File: config.mk
export PLATFORM = sky130hd
export DESIGN_NAME = pipelined_barrel_shifter
export DESIGN_NICKNAME = d
export VERILOG_FILES = /design/src/rtl/shifter_pkg.sv /design/src/rtl/shift_stage.sv /design/src/rtl/pipelined_barrel_shifter.sv
export SDC_FILE = /design/constraint.sdc
export NUM_CORES = 1
export LEC_CHECK = 0
export BUFFER_PORTS_ARGS = -buffer_cell sky130_fd_sc_hd__buf_2
export CORE_UTILIZATION = 45
export CTS_BUF_LIST = sky130_fd_sc_hd__clkbuf_4 sky130_fd_sc_hd__clkbuf_8
export DETAILED_ROUTE_END_ITERATION = 16
export PLACE_DENSITY = 0.62
export SLEW_MARGIN = 5
export SYNTH_ARGS = -nofsm -noshare
export SYNTH_HDL_FRONTEND = slang
export SYNTH_HIERARCHICAL = 1
export SYNTH_SLANG_ARGS = --single-unit
File: constraint.sdc
create_clock -name clk -period 1.55 [get_ports clk]
set_clock_uncertainty 0.1 [all_clocks]
set_input_delay 0.0775 -clock clk [delete_from_list [all_inputs] [get_ports clk]]
set_output_delay 0.0775 -clock clk [all_outputs]
set_load 0.005 [all_outputs]
File: src/rtl/shifter_pkg.sv
// Shared constants and helpers for the pipelined barrel shifter.
// Contents: mode/direction encodings, log2 helper used for parameter checks.
package shifter_pkg;

  localparam int unsigned MODE_W = 2;

  localparam logic [MODE_W-1:0] MODE_ROT = 2'b00;
  localparam logic [MODE_W-1:0] MODE_LSH = 2'b01;
  localparam logic [MODE_W-1:0] MODE_ASH = 2'b10;

  localparam logic DIR_RIGHT = 1'b0;
  localparam logic DIR_LEFT  = 1'b1;

  // Ceiling log2; used to check that M matches N and to locate a stage's amt bit.
  function automatic int unsigned clog2_f(input int unsigned v);
    int unsigned r;
    r = 0;
    while ((32'(1) << r) < v) r = r + 1;
    return r;
  endfunction

endpackage

File: src/rtl/shift_stage.sv
// One registered slice of the barrel shifter: shifts/rotates by SHIFT when
// the amt bit for this stage is set, otherwise passes data through.
// Ports: clk, rst (async, active-high), en_i (advance; hold when 0),
//        valid/data/lr/mode/amt/fill (+carry with SHIFT_CARRY_EN) in and out.
// Optional: SHIFT_CARRY_EN adds carry_i/carry_o tracking the last bit shifted out.
module shift_stage
  import shifter_pkg::*;
#(
  parameter int unsigned N     = 16,
  parameter int unsigned SHIFT = 1,
  parameter int unsigned M     = 4
) (
  input  logic              clk,
  input  logic              rst,
  input  logic              en_i,
  input  logic              valid_i,
  input  logic [N-1:0]      data_i,
  input  logic              lr_i,
  input  logic [MODE_W-1:0] mode_i,
  input  logic [M-1:0]      amt_i,
  input  logic              fill_i,
`ifdef SHIFT_CARRY_EN
  input  logic              carry_i,
  output logic              carry_o,
`endif
  output logic              valid_o,
  output logic [N-1:0]      data_o,
  output logic              lr_o,
  output logic [MODE_W-1:0] mode_o,
  output logic [M-1:0]      amt_o,
  output logic              fill_o
);

  localparam int unsigned BIT = clog2_f(SHIFT);

  logic              valid_q;
  logic [N-1:0]      data_q, data_d;
  logic              lr_q;
  logic [MODE_W-1:0] mode_q;
  logic [M-1:0]      amt_q;
  logic              fill_q;
  logic              sel;
  logic              rotate;

  assign sel    = amt_i[BIT];
  // Reserved mode 2'b11 behaves as rotate.
  assign rotate = (mode_i != MODE_LSH) && (mode_i != MODE_ASH);

`ifdef SHIFT_CARRY_EN
  logic carry_q, carry_d;
`endif

  // Mux slice; stages run in increasing SHIFT order, so the last active
  // stage's outgoing edge bit is the overall last bit shifted out.
  always_comb begin
    data_d = data_i;
`ifdef SHIFT_CARRY_EN
    carry_d = carry_i;
`endif
    if (sel) begin
      if (lr_i == DIR_LEFT) begin
        data_d = rotate ? {data_i[N-SHIFT-1:0], data_i[N-1:N-SHIFT]}
                        : {data_i[N-SHIFT-1:0], {SHIFT{1'b0}}};
`ifdef SHIFT_CARRY_EN
        carry_d = data_i[N-SHIFT];
`endif
      end else begin
        data_d = rotate ? {data_i[SHIFT-1:0], data_i[N-1:SHIFT]}
                        : {{SHIFT{fill_i}}, data_i[N-1:SHIFT]};
`ifdef SHIFT_CARRY_EN
        carry_d = data_i[SHIFT-1];
`endif
      end
    end
  end

  always_ff @(posedge clk or posedge rst) begin
    if (rst) begin
      valid_q <= 1'b0;
      data_q  <= '0;
      lr_q    <= 1'b0;
      mode_q  <= '0;
      amt_q   <= '0;
      fill_q  <= 1'b0;
`ifdef SHIFT_CARRY_EN
      carry_q <= 1'b0;
`endif
    end else if (en_i) begin
      valid_q <= valid_i;
      data_q  <= data_d;
      lr_q    <= lr_i;
      mode_q  <= mode_i;
      amt_q   <= amt_i;
      fill_q  <= fill_i;
`ifdef SHIFT_CARRY_EN
      carry_q <= carry_d;
`endif
    end
  end

  assign valid_o = valid_q;
  assign data_o  = data_q;
  assign lr_o    = lr_q;
  assign mode_o  = mode_q;
  assign amt_o   = amt_q;
  assign fill_o  = fill_q;
`ifdef SHIFT_CARRY_EN
  assign carry_o = carry_q;
`endif

endmodule

File: src/rtl/pipelined_barrel_shifter.sv
// Fully pipelined rotate / logical / arithmetic barrel shifter, M stages,
// one operation per clock with valid/ready on both sides.
// Ports: clk, rst (async, active-high); in_valid/in_ready, num, amt, lr, mode;
//        out_valid/out_ready, out (+carry_out with SHIFT_CARRY_EN).
// Optional: define SHIFT_CARRY_EN for carry_out (last bit shifted out).
module pipelined_barrel_shifter
  import shifter_pkg::*;
#(
  parameter int unsigned N = 16,
  parameter int unsigned M = 4
) (
  input  logic              clk,
  input  logic              rst,
  input  logic              in_valid,
  output logic              in_ready,
  input  logic [N-1:0]      num,
  input  logic [M-1:0]      amt,
  input  logic              lr,
  input  logic [MODE_W-1:0] mode,
  output logic              out_valid,
  input  logic              out_ready,
`ifdef SHIFT_CARRY_EN
  output logic              carry_out,
`endif
  output logic [N-1:0]      out
);

  if (M != clog2_f(N) || N < 4 || (32'(1) << M) != N) begin : g_param_err
    $error("pipelined_barrel_shifter: N must be a power of two >= 4 and M = log2(N)");
  end

  // Index 0 is the pipeline input; index k+1 is the output of stage k.
  logic              s_valid [M+1];
  logic [N-1:0]      s_data  [M+1];
  logic              s_lr    [M+1];
  logic [MODE_W-1:0] s_mode  [M+1];
  logic [M-1:0]      s_amt   [M+1];
  logic              s_fill  [M+1];
`ifdef SHIFT_CARRY_EN
  logic              s_carry [M+1];
`endif
  logic              adv_c;

  // Whole pipe advances together; a full output slot with no taker stalls all.
  assign adv_c    = !out_valid || out_ready;
  assign in_ready = adv_c;

  assign s_valid[0] = in_valid;
  assign s_data[0]  = num;
  assign s_lr[0]    = lr;
  assign s_mode[0]  = mode;
  assign s_amt[0]   = amt;
  // Sign is captured at acceptance; only arithmetic right fills with it.
  assign s_fill[0]  = (mode == MODE_ASH) && (lr == DIR_RIGHT) && num[N-1];
`ifdef SHIFT_CARRY_EN
  assign s_carry[0] = 1'b0;
`endif

  for (genvar k = 0; k < int'(M); k++) begin : g_stage
    shift_stage #(
      .N    (N),
      .SHIFT(32'(1) << k),
      .M    (M)
    ) u_stage (
      .clk    (clk),
      .rst    (rst),
      .en_i   (adv_c),
      .valid_i(s_valid[k]),
      .data_i (s_data[k]),
      .lr_i   (s_lr[k]),
      .mode_i (s_mode[k]),
      .amt_i  (s_amt[k]),
      .fill_i (s_fill[k]),
`ifdef SHIFT_CARRY_EN
      .carry_i(s_carry[k]),
      .carry_o(s_carry[k+1]),
`endif
      .valid_o(s_valid[k+1]),
      .data_o (s_data[k+1]),
      .lr_o   (s_lr[k+1]),
      .mode_o (s_mode[k+1]),
      .amt_o  (s_amt[k+1]),
      .fill_o (s_fill[k+1])
    );
  end

  assign out_valid = s_valid[M];
  assign out       = s_data[M];
`ifdef SHIFT_CARRY_EN
  assign carry_out = s_carry[M];
`endif

  // Control carried out of the last stage has no consumer.
  logic unused_tail;
  assign unused_tail = ^{s_lr[M], s_mode[M], s_amt[M], s_fill[M]};

endmodule

==> reports/metrics.csv, run 1 <==
metric;value;unit
rsz0062_at_grt;false;
layout_setup_ws;0.07044;ns
cts_buffer_depth;2;
totalWireLength;9795;um
power_density;1898;nW/um^2
setup_violations;0;
cp-end-kind;flop;
cts_setup_buffers;0;
clkLatencyLatePin;0.35;ns
netlist_area;4701;um^2
r2r_start;g_stage[0].u_stage/mode_o[0];
holdPathStages;4;
cp_num_buf_inv;0;
setup.worst_path.start_class;flop;
fin_nets;523;
period_share;95.46;%
drive_gt1_share;28.74;%
cts_buffers;9;
drv_cap;0;
cts_root_buffer;clkbuf_8;
timing.rr.end;g_stage[1].u_stage/data_o[15];
final_common_cell;dfrtp_1;
antenna_cells;0;
clock-sinks;86;
cp_top_family;compound AO/OA/AOI/OAI gates;
num-fill-cells;917;
fmax;675.9;MHz
cpPeakStageDelay;0.43;ns
required;1.69;ns
drt-pass1-iter-count;4;
hold_path_end;g_stage[0].u_stage/data_o[1];
cts_tree;built;
dp_hpwl;7202;um
relSlewSlack;57.32;%
ant_nets;0;
syn_nets;476;
post_drt_wl_per_cell;15.45;um
final.setup.tns;0;ns
syn_to_final_growth;15.52;%
grt_pass1_wl;16500;um
drc;0;
crit_type;reg2reg;
rows;36;
worst_slew_pin_slew;0.6395;ns
drv_slew;0;
cts.clk_slew.worst_paths;0.09;ns
pre_cts_ws;0.03144;ns
grt_max_degree;34;
holdCritStartpoint;num[1];
arrival;1.62;ns
holdWs;0.02299;ns
grt_pass1_vias;3294;
peakVddDrop;0.6804;mV
h-tree-depth;3;
synth_cells;449;
crit_chain;xnor2_2 -> o311a_1 -> a221o_1;
r2r_cells;3;
ys_warn_count;6;
status;finished, final reports clean;
crit_fanout;5;
finalWeightedCongestion;0.8435;
io_pins;45;
placed_cells;609;
first_iter_violations;157;
via_count;3459;
synth_area_per_cell;10.47;um^2
rrSetupSlack;0.07;ns
initial_core_util;47.22;%
die_w;104.2;um
hold_class;in2reg;
grt_overflow;0;
core;9955;um^2
port_buffers;44;
critPathSlowestCell;dfrtp_1;
grtUsageTotal;19.27;%
min_period;1.480;ns
layout.cells.non_filler;634;
p_leak;0.002426;uW
antenna_found_initial;0;
die_h;104.2;um
hold_viol;0;
final_util;54.55;%
die-area;10860;um^2
layout_common_cells;dfrtp_1, mux2_2, nor2_1;
viasPerCell;5.456;
[worst max-delay path by stage]
stage,from,end,slack [ns],cells after the start
3_5_place_dp,g_stage[0].u_stage/mode_o[0],g_stage[1].u_stage/data_o[15],0.03,3
3_3_place_gp,g_stage[0].u_stage/mode_o[0],g_stage[1].u_stage/data_o[14],0.06,3
5_1_grt,g_stage[1].u_stage/amt_o[2],g_stage[2].u_stage/data_o[2],0.007,3
4_1_cts,g_stage[0].u_stage/mode_o[0],g_stage[1].u_stage/data_o[15],0.02,3
6_report,g_stage[0].u_stage/mode_o[0],g_stage[1].u_stage/data_o[15],0.07,3
2_1_floorplan,g_stage[3].u_stage/valid_o,g_stage[1].u_stage/amt_o[3],0.004,4
[flip-flops by register name, indices dropped and copies added, names as in the netlist]
signal	count
g_stage.u_stage/valid_o	4
g_stage.u_stage/mode_o	6
g_stage.u_stage/lr_o	3
g_stage.u_stage/data_o	64
g_stage.u_stage/amt_o	6
g_stage.u_stage/fill_o	3
[layer usage]
metal  up-vias  share of wire [%]  global-route usage [%]
li1       1721                  -                       -
met1      1673                 49                   25.67
met2        54                 47                   31.24
met3        11                2.4                   3.070
met4         0                1.1                   7.959
met5         -                  0                       0
[timing repair]
| action | CTS | global route |
|---|---|---|
| gates resized for setup | 0 | 2 |
| hold buffers | 9 | 0 |
| setup endpoints to repair | 0 | 3 |
| hold endpoints to repair | 94 | 0 |
[worst register-to-register path, cell delays in order (launching register included)]
cell and delay [ns]:
dfrtp_1 0.43, xnor2_2 0.20, o311a_1 0.33, a221o_1 0.30
[layout make-up]
class                   instances  area (um^2)  share of cell area, %
multi-input cells             302         2272                  41.84
clock inverters                 5        57.56                  1.060
well taps                     133        166.4                  3.065
clock buffers                  11        151.4                  2.788
repair buffers                 71        533.0                  9.816
flip-flops and latches         86         2152                  39.63
inverters                      26        97.59                  1.797
[report_power, final]
group	internal (uW)	total, uW	switching (uW)
combinational	2360	4460	2090
sequential	3220	4210	995
clock	830	1630	805
[through the flow]
step                      total power (uW)  instance area, um^2
after floorplan                       7296                 4703
after global placement                8584                 5117
after detailed placement              8681                 5117
after CTS                            10370                 5416
after global routing                 11110                 5430
final                                10310                 5430
Note: power is estimated with default switching activity, not from simulation.
==> inputs of run 2 (changes only) <==
--- a/config.mk
+++ b/config.mk
@@ -5,11 +5,11 @@
 export SDC_FILE = /design/constraint.sdc
 export NUM_CORES = 1
 export LEC_CHECK = 0
-export BUFFER_PORTS_ARGS = -buffer_cell sky130_fd_sc_hd__buf_2
-export CORE_UTILIZATION = 45
+export CORE_UTILIZATION = 35
 export CTS_BUF_LIST = sky130_fd_sc_hd__clkbuf_4 sky130_fd_sc_hd__clkbuf_8
 export DETAILED_ROUTE_END_ITERATION = 16
-export PLACE_DENSITY = 0.62
+export DONT_BUFFER_PORTS = 1
+export PLACE_DENSITY = 0.48
 export SLEW_MARGIN = 5
 export SYNTH_ARGS = -nofsm -noshare
 export SYNTH_HDL_FRONTEND = slang
==> reports/metrics.csv, run 2 (synthesized netlist as in run 1, its figures left out) <==
metric;value;unit;change
die-area;13900;um^2;+28%
cts_setup_buffers;0;;unchanged
dp_hpwl;7426;um;+3.1%
cp_num_buf_inv;0;;unchanged
power_density;1863;nW/um^2;-1.9%
drv_cap;0;;unchanged
min_period;1.479;ns;-0.0006400 ns
cts_tree;built;;
final.setup.tns;0;ns;unchanged
cts.clk_slew.worst_paths;0.09;ns;about the same
drv_slew;0;;unchanged
setup_violations;0;;unchanged
period_share;95.41;%;about the same
antenna_found_initial;0;;unchanged
arrival;1.69;ns;+0.07 ns
port_buffers;0;;-100%
layout.cells.non_filler;649;;+2.4%
grt_pass1_vias;3238;;-1.7%
crit_fanout;9;;+4
crit_chain;xnor2_2 -> mux2_4 -> o21ai_2;;
required;1.76;ns;+0.07 ns
relSlewSlack;51.16;%;-6.2 points
core;12880;um^2;+29%
cts_buffers;9;;unchanged
final_common_cell;dfrtp_1;;
grt_max_degree;38;;+12%
cts_root_buffer;clkbuf_8;;
first_iter_violations;169;;+7.6%
p_leak;0.002351;uW;-3.1%
initial_core_util;36.51;%;-11 points
ant_nets;0;;unchanged
worst_slew_pin_slew;0.7327;ns;+0.09315 ns
cp_top_family;XOR/XNOR gates;;
rsz0062_at_grt;false;;
drt-pass1-iter-count;4;;unchanged
crit_type;reg2reg;;
clock-sinks;86;;unchanged
critPathSlowestCell;xnor2_2;;
clkLatencyLatePin;0.38;ns;+0.03 ns
finalPower;10150;uW;-1.5%
violations;negative hold slack;;
syn_to_final_growth;15.89;%;
placed_cells;604;;-0.82%
fin_area;5448;um^2;+0.32%
largest_reg_flops;64;;unchanged
cp-end-kind;flop;;
grtUsageTotal;15.82;%;-3.4 points
fmax;676.2;MHz;about the same
hold_viol;2;;+2
via_count;3306;;-4.4%
placed_area;4946;um^2;-3.3%
rows;41;;+14%
cpPeakStageDelay;0.43;ns;about the same
finalWeightedCongestion;0.8448;;+0.15%
io_pins;45;;unchanged
grt_overflow;0;;unchanged
fin_nets;499;;-4.6%
holdWs;-0.03400;ns;-0.05699 ns
grt_pass1_wl;17350;um;+5.1%
num-fill-cells;1232;;+34%
drive_gt1_share;20.96;%;-7.8 points
post_drt_wl_per_cell;15.95;um;+3.2%
antenna_cells;0;;unchanged
status;complete, but fails checks;;
die_h;117.9;um;+13%
layout_common_cells;dfrtp_1, mux2_2, nor2_1;;
die_w;117.9;um;+13%
drc;0;;unchanged
peakVddDrop;0.4970;mV;-27%
viasPerCell;5.094;;-6.6%
setup.worst_path.start_class;flop;;
hold_class;in2reg;;
totalWireLength;10350;um;+5.7%
cts_buffer_depth;2;;unchanged
h-tree-depth;3;;unchanged
## run 2: power breakdown
group / switching, uW / internal, uW / leakage, uW
combinational: 2060 / 2250 / 0.00125
sequential: 1020 / 3220 / 0.000995
clock: 816 / 782 / 0.000102
## run 2: stage by stage
stage / util, % / setup WS [ns]
finish: 42.31 / 0.07108
global route: 42.31 / 0.01730
CTS: 41.28 / 0.008918
detailed placement: 38.41 / 0.05592
global placement: 38.41 / 0.05734
floorplan: - / 0.003900
## run 2: path summary, 6_finish.rpt
check | start | to | slack [ns] | depth (start not counted)
max in group asynchronous | rst | g_stage[3].u_stage/data_o[13] | 0.73 | 2
hold reg to reg | g_stage[1].u_stage/valid_o | g_stage[2].u_stage/valid_o | 0.41 | 1
min in group asynchronous | rst | g_stage[2].u_stage/valid_o | 0.15 | 3
setup / recovery | g_stage[1].u_stage/mode_o[0] | g_stage[2].u_stage/data_o[14] | 0.07 | 3
setup reg to reg | g_stage[1].u_stage/mode_o[0] | g_stage[2].u_stage/data_o[14] | 0.07 | 3
hold / removal | num[8] | g_stage[0].u_stage/data_o[7] | -0.03 | 3
## run 2: what timing repair did
item	CTS	global route
endpoints found under the hold margin	111	11
hold buffers	17	12
setup endpoints to repair	0	14
gates resized for setup	0	3
## run 2: worst reg2reg max path, delay by kind of cell, from the launching register on
kind | cells | cell delay [ns]
XOR/XNOR | 1 | 0.43
multiplexers | 1 | 0.35
AO/OA/AOI/OAI | 1 | 0.13
flip-flops | 1 | 0.42
## run 2: metal layers
layer | up-vias | GRT usage, % | wire [um]
li1 | 1663 | - | -
met1 | 1560 | 21.26 | 5029
met2 | 67 | 23.75 | 4618
met3 | 16 | 3.876 | 439
met4 | 0 | 7.532 | 264
met5 | - | 0 | 0
## run 2: cell type report
type | count | area [um^2] | area share [%]
Sequential cell | 86 | 2152 | 39.50
Clock buffer | 10 | 137.6 | 2.526
Multi-Input combinational cell | 302 | 2268 | 41.64
Clock inverter | 6 | 61.31 | 1.125
Tap cell | 172 | 215.2 | 3.950
Inverter | 26 | 97.59 | 1.791
Timing Repair Buffer | 47 | 515.5 | 9.463
